<file path="src/rtl/rd_burst_sched.sv">
// rd_burst_sched: read-side burst scheduler for an async FIFO.
// Two consumers request bursts. They are granted round-robin, and the FIFO
// read port is driven without underflowing it. Each returned word goes back
// tagged with the owning consumer's index.
//
// Ports:
//   rclk, hw_rst        read clock, asynchronous active-high reset
//   req[1:0]            level burst requests, held until done
//   req_len0/1          burst lengths, sampled at grant (0..32)
//   cfg_aempty          almost-empty threshold, registered to aempty_value
//   gnt[1:0]            one-hot grant, held for the whole burst
//   out_valid/data/id   returned word, valid one cycle after read_enable
//   done[1:0]           one-cycle end-of-burst pulse per consumer
//   read_enable         FIFO read strobe
//   read_data           FIFO read data (valid 1 cycle after read_enable)
//   rdempty, rd_level   FIFO status, read domain
//   underflow           FIFO underflow flag
//   underflow_err       sticky: underflow seen in the cycle after a read
module rd_burst_sched #(
  parameter int DATA_W = 32,
  parameter int LEN_W  = 6,
  parameter int LVL_W  = 6,
  parameter int AE_W   = 5
) (
  input  logic              rclk,
  input  logic              hw_rst,
  input  logic [1:0]        req,
  input  logic [LEN_W-1:0]  req_len0,
  input  logic [LEN_W-1:0]  req_len1,
  input  logic [AE_W-1:0]   cfg_aempty,
  output logic [1:0]        gnt,
  output logic              out_valid,
  output logic [DATA_W-1:0] out_data,
  output logic              out_id,
  output logic [1:0]        done,
  output logic              read_enable,
  output logic [AE_W-1:0]   aempty_value,
  input  logic [DATA_W-1:0] read_data,
  input  logic              rdempty,
  input  logic [LVL_W-1:0]  rd_level,
  input  logic              underflow,
  output logic              underflow_err
);

  typedef enum logic [1:0] {IDLE, BURST, FLUSH, DONE} state_t;

  state_t           r_state;
  logic [LEN_W-1:0] r_remaining;
  logic [1:0]       r_gnt;
  logic [1:0]       r_done;
  logic             r_id;
  logic             r_last;      // consumer served last; reset value favours consumer 0
  logic             r_re_q;      // read_enable delayed one cycle
  logic             r_uf_err;
  logic [AE_W-1:0]  r_aempty;

  logic             w_pick;
  logic [LEN_W-1:0] w_len;
  logic             w_rd;

  always_comb begin
    w_pick = 1'b0;
    w_len  = '0;
    w_rd   = 1'b0;
    w_pick = (req == 2'b11) ? ~r_last : req[1];
    w_len  = w_pick ? req_len1 : req_len0;
    // A level of 1 may already be covered by last cycle's read, so in that
    // case only read when no read was issued in the previous cycle.
    w_rd   = (r_state == BURST) && (r_remaining != '0) && !rdempty &&
             ((rd_level >= LVL_W'(2)) || !r_re_q);
  end

  always_ff @(posedge rclk or posedge hw_rst) begin
    if (hw_rst) begin
      r_state     <= IDLE;
      r_remaining <= '0;
      r_gnt       <= '0;
      r_done      <= '0;
      r_id        <= 1'b0;
      r_last      <= 1'b1;
      r_re_q      <= 1'b0;
      r_uf_err    <= 1'b0;
      r_aempty    <= '0;
    end else begin
      r_aempty <= cfg_aempty;
      r_re_q   <= w_rd;
      r_done   <= '0;
      if (r_re_q && underflow)
        r_uf_err <= 1'b1;
      case (r_state)
        IDLE: begin
          if (req != 2'b00) begin
            r_id        <= w_pick;
            r_gnt       <= w_pick ? 2'b10 : 2'b01;
            r_remaining <= w_len;
            // A zero-length burst takes the flush slot so its grant is
            // visible for one cycle before the done pulse.
            r_state     <= (w_len == '0) ? FLUSH : BURST;
          end
        end
        BURST: begin
          if (w_rd) begin
            r_remaining <= r_remaining - LEN_W'(1);
            if (r_remaining == LEN_W'(1))
              r_state <= FLUSH;
          end
        end
        FLUSH: begin
          r_done  <= r_gnt;
          r_gnt   <= '0;
          r_last  <= r_id;
          r_state <= DONE;
        end
        DONE: begin
          r_state <= IDLE;
        end
        default: r_state <= IDLE;
      endcase
    end
  end

  assign gnt           = r_gnt;
  assign done          = r_done;
  assign out_valid     = r_re_q;
  assign out_data      = r_re_q ? read_data : '0;
  assign out_id        = r_id;
  assign read_enable   = w_rd;
  assign aempty_value  = r_aempty;
  assign underflow_err = r_uf_err;

endmodule

</file>
<file path="config.mk">
export PLATFORM = sky130hd
export DESIGN_NAME = rd_burst_sched
export DESIGN_NICKNAME = d
export VERILOG_FILES = /design/src/rtl/rd_burst_sched.sv
export SDC_FILE = /design/constraint.sdc
export NUM_CORES = 1
export LEC_CHECK = 0
export BUFFER_PORTS_ARGS = -buffer_cell sky130_fd_sc_hd__buf_2
export CORE_UTILIZATION = 41
export CTS_CLUSTER_SIZE = 24
export DETAILED_ROUTE_END_ITERATION = 6
export MAX_ROUTING_LAYER = met4
export PLACE_DENSITY = 0.87
export SYNTH_ARGS = -nofsm -noshare
export SYNTH_HDL_FRONTEND = slang
export SYNTH_SLANG_ARGS = --single-unit
</file>
<file path="constraint.sdc">
create_clock -name rclk -period 2.3 [get_ports rclk]
set_input_delay 0.345 -clock rclk [delete_from_list [all_inputs] [get_ports rclk]]
set_output_delay 0.345 -clock rclk [all_outputs]
set_load 0.02 [all_outputs]
</file>
==> Word-level counts from Yosys, hierarchy flattened <==
Index checks and enable logic that the tools add are counted.
{ "word_totals": {"ff_bits": 21, "latchBits": 0, "ramBits": 0, "romBits": 0, "input_bits": 61, "output_inout_bits": 45, "wordCells": 52, "memories": 0} }
{ "classes": {"add_sub_neg": 1, "mul": 0, "div": 0, "order_cmp": 1, "n_eq_ne": 8, "n_shift": 0, "mux": 15, "n_bitwise": 1, "reduce_logical": 17} }
{ "ops": {"columns": ["cell", "n"], "rows": [
  ["32-bit 2-to-1 mux", 1],
  ["6-bit 2-to-1 mux", 3],
  ["2-bit 2-to-1 mux", 7],
  ["6-bit case mux with 2 select lines", 1],
  ["2-bit case mux with 4 select lines", 1],
  ["2-bit == test, second input constant", 3],
  ["6-bit by 1-bit == test with 1-bit output, second input constant", 1],
  ["6-bit by 2-bit greater-or-equal comparator with 1-bit output, second input constant", 1],
  ["6-bit zero test", 1],
  ["3-bit AND reduction", 2],
  ["2-bit nonzero test", 3],
  ["6-bit nonzero test", 1],
  ["6-bit by 1-bit subtractor with 6-bit output, second input constant", 1],
  ["1-bit logical AND", 4],
  ["2-bit inequality test, second input constant", 2],
  ["2-bit case mux with 2 select lines", 1],
  ["2-bit AND reduction", 2],
  ["2-bit by 1-bit == test with 1-bit output, second input constant", 1],
  ["1-bit zero test", 2],
  ["2-bit zero test", 1],
  ["2-bit by 1-bit inequality test with 1-bit output, second input constant", 1],
  ["1-bit logical OR", 1],
  ["1-bit 2-to-1 mux", 1],
  ["1-bit inverter", 1]
]} }

==> Logic depth before layout (Yosys ltp) <==
{ "depth": {"word_depth": 7, "ltp_mapped": 7, "ltp_nobuf": 6} }

==> Worst setup path after synthesis <==
OpenSTA, ideal clock, no wires.
{ "synth_path": {"path_type": "reg2reg", "start": "register r_re_q, in the netlist out_valid", "end": "register r_state[0]", "setup_ns": 0.128, "arrival_ns": 1.823, "required_ns": 2.172, "slack_ns": 0.349, "path_stages_with_launch": 5, "n_path_buf": 0, "period_less_slack_ns": 1.951, "cell_sequence": "dfrtp_1 > or4b_4 > or3_4 > a31oi_4 > mux2_1"} }
{ "synth_via": {"elab_chain_len": 5} }
{ "synth_lines": {"columns": ["element", "line", "source"], "rows": [
  ["start, declared", "53", "logic r_re_q;"],
  ["start signal, assigned", "86", "r_re_q <= w_rd;"],
  ["1-bit zero test", "70", "((rd_level >= LVL_W'(2)) || !r_re_q);"],
  ["1-bit logical OR", "70", null],
  ["1-bit logical AND", "69", "w_rd = (r_state == BURST) && (r_remaining != '0) && !rdempty &&"],
  ["2-bit inequality test (no source line)", null, null],
  ["3-bit AND reduction (no source line)", null, null],
  ["end signal, assigned", "98", "r_state <= (w_len == '0) ? FLUSH : BURST;"],
  ["end, declared", "47", "state_t r_state;"]
]} }
No other way between the ends.
A chain may end at the register's enable or synchronous reset.

==> Final worst setup path <==
{ "layout_path": {"start": "register r_re_q, in the netlist out_valid", "end": "output read_enable"} }
{ "layout_via": {"elab_chain_len": 3} }
{ "layout_lines": {"columns": ["element", "line", "source"], "rows": [
  ["1-bit zero test", "70", null],
  ["1-bit logical OR", "70", null],
  ["1-bit logical AND", "69", null],
  ["end, declared", "36", "output logic read_enable,"]
]} }
No other way between the ends.

==> summary.md <==
| Metric | Value |
|---|---|
| Status | completed |
| Hpwl dp | 3110 µm |
| Met1 usage | between 20% and 30% |
| Sum of negative setup slack | 0 ns |
| CTS tree | built |
| Die X | 61.6 µm |
| Layer with the highest usage | met2 |
| Routability cong. | between 0.8 and 0.9 |
| Post-synthesis mux area share | ~8% |
| Cell taking the most area after synthesis | dfrtp_1 |
| GR Util All Layers | 19.6% |
| Post-synthesis compound-gate area fraction | 17.5% |
| Worst-path maximum fanout | 3 |
| Post-CTS Resized | 0 |
| Syn avg cell area | between 9 and 10 µm² |
| Clock skew | 0.00617 ns |
| Hold_buf cts | 0 |
| Final hold vios | 0 |
| Number of synthesized flops with an enable pin | 0 |
| Post-synth top area share | 34.4% |
| Slew @ Worst Pin | 0.755 ns |
| Register area | 527 µm² |
| Htree depth | 1 |
| Share of cells above drive strength 1 | 49.0% |
| Post-Syn Instances | 150 |
| Most frequent cells in the layout | buf_2 (104), and2_1 (34), dfrtp_1 (20) |
| Worst path slowest cell | or4b_4 |
| Remaining DRCs | 0 |
| Area delta synth->final | 42.7% |
| # setup viols final | 0 |
| Synth async-reset ratio | 100% |
| Via Count | between 1500 and 2000 |
| Num rows | 21 |
| RSZ-0062 raised after global routing | false |
| Relative slew slack | 49.6% |
| CP Class | flip-flop to output port |
| Synth Area in XOR/XNOR | 0% |
| Port bufs | 104 |
| Mapped cell area | 1460 µm² |
| Crit end category | output port |
| Fin cells | around 300 |
| Post-Route WL | 3730 µm |
| First-pass GRT wire length | between 5000 and 6000 µm |
| Maximum vdd drop | 444 µV |
| Full die area | approximately 3800 µm² |
| Setup crit start kind | flip-flop |
| HP Class | input pin to flip-flop |
| Ys flop type | dfrtp_1 |
| Initial antenna violation count | 0 |
| Syn Nets | 218 |
| CTS Buffer Depth | 2 |
| Maxcap violations | 0 |
| Routed Antenna Nets | 0 |
| # IOs | 106 |
| Yosys cell types | 44 |
| Core area | roughly 3400 µm² |
| Routing usage on met3 | approximately 3.4% |
| Clk sinks | 21 |
| CP required | roughly 2.0 ns |
| Main combinational cell family by area after synthesis | simple AND/OR/NAND/NOR gates |
| Power per cell area | approximately 970 nW/µm² |
| CTS Root Cell | clkbuf_4 |
| Vias/cell | around 5.0 |
| DRT iter0 DRCs | 31 |
| Ant diodes | 0 |
| Multi-input logic area | ~870 µm² |
| Synth Area in Adders | 6.02% |
| Slew Viols, Final | 0 |
| Synthesis Warnings | 0 |
| Worst path bufs/invs | 1 |
| Leading cell type in the layout, fill and taps excluded | buf_2 |
| # Post-CTS Setup Buffers | 0 |
| CP peak stage delay | 0.49 ns |
| WP data arrival | 1.79 ns |
| Final worst path period share | 92.8% |
| Top cells by area, synth | dfrtp_1 (34%), and2_1 (15%), ha_1 (6.0%) |
| Total grt overflow | 0 |
| Placed Instances | 299 |
| Fillers | 303 |
| DR WL/cell | 12.3 µm |
| Simple-gate share of the synthesized area | 28.5% |
| Total Power | 2.01 mW |
| CTS buffer count | 3 |
| Maximum clock frequency | 468 MHz |
| Die height | a little over 60 µm |
| Vias in the first global route | roughly 1200 |
| Synthesis-stage register bit count | 21 |
| Leakage | 1.12 nW |
| Net count, final | 326 |
| Sequential element share of the synthesized area | between 30% and 40% |
| Initial Utilization | 43.3% |
| Worst skew pair latency | 0.32 ns |
| Top Family by Delay on Critical Path | simple AND/OR/NAND/NOR gates |
| Worst-path cell chain | or4b_4, o311ai_2, a21oi_1, buf_2 |
| Largest net degree at the start of global routing | 35 |
| Min cycle time layout | 2.13 ns |
| CTS clock-pin slew for the worst setup and hold paths | approximately 0.12 ns |
| DR pass1 iterations | 4 |
| Grt met2 use | 33.6% |
where the power goes:
part	total (mW)	switching, mW	internal [mW]	leakage [nW]
combinational	1.22	0.684	0.541	0.857
sequential	0.604	0.103	0.501	0.252
clock	0.187	0.120	0.0666	0.0139
total	2.01	0.906	1.11	1.12
final timing paths:
path,from,to,slack [ns],cells after the start
setup / recovery,out_valid,read_enable,0.17,4
hold / removal,cfg_aempty[2],aempty_value[2],0.12,1
setup reg to reg,r_state[0],r_remaining[5],0.30,7
hold reg to reg,underflow_err,underflow_err,0.47,1
max in group asynchronous,hw_rst,r_remaining[3],1.69,2
min in group asynchronous,hw_rst,done[1],0.14,2
routing by layer:
| metal | routed length [µm] | vias up |
|---|---|---|
| met2 | 1850 | 78 |
| met4 | 63 | 0 |
| met3 | 345 | 9 |
| met5 | 0 | - |
| li1 | - | 748 |
| met1 | 1480 | 681 |
registers in the layout (all words and copies together), names as in the netlist:
register	flops
done	2
r_last	1
out_valid	1
r_remaining	6
aempty_value	5
r_state	2
gnt	2
underflow_err	1
out_id	1
synthesized netlist by cell type (all sizes together) (2+ instances only):
library cell and instances:
nand2 6, mux2 5, o211ai 3, inv 8
dfrtp 20, a21o 2, and2 34, nor3 2
o21ai 6, mux2i 6, a22o 2, o221ai 2
nor2 3, clkbuf 5, or4 2, ha 7
a21oi 4, or3 4, o22ai 2, a32o 2
nand2b 3, nor2b 3
area by class of cell:
class                   instances  area share, %
multi-input cells             115           42.1
repair buffers                109           26.9
flip-flops and latches         21           25.4
well taps                      46           2.77
inverters                       8           1.45
clock buffers                   3           1.08
clock inverters                 1          0.361
cell families (layout without fill, tap and decap cells):
kind of cell / after synthesis / after routing
muxes: 11 / 11
DFF: 21 / 21
AOI/OAI and AO/OA: 32 / 32
and+or+nand+nor: 65 / 65
adders and majority gates: 7 / 7
buffers and inverters: 14 / 121
stage by stage:
step | worst slack (ns) | area [µm²] | util (%) | hold slack [ns]
6_report | 0.165 | 2080 | 61.8 | 0.119
5_1_grt | 0.0761 | 2080 | 61.8 | 0.105
4_1_cts | 0.140 | 2080 | 61.8 | 0.113
3_5_place_dp | 0.325 | 2050 | 60.9 | 0.443
3_3_place_gp | 0.334 | 2050 | 60.9 | 0.437
2_1_floorplan | 0.349 | 1460 | - | 0.321
(Power assumes the default switching activity.)
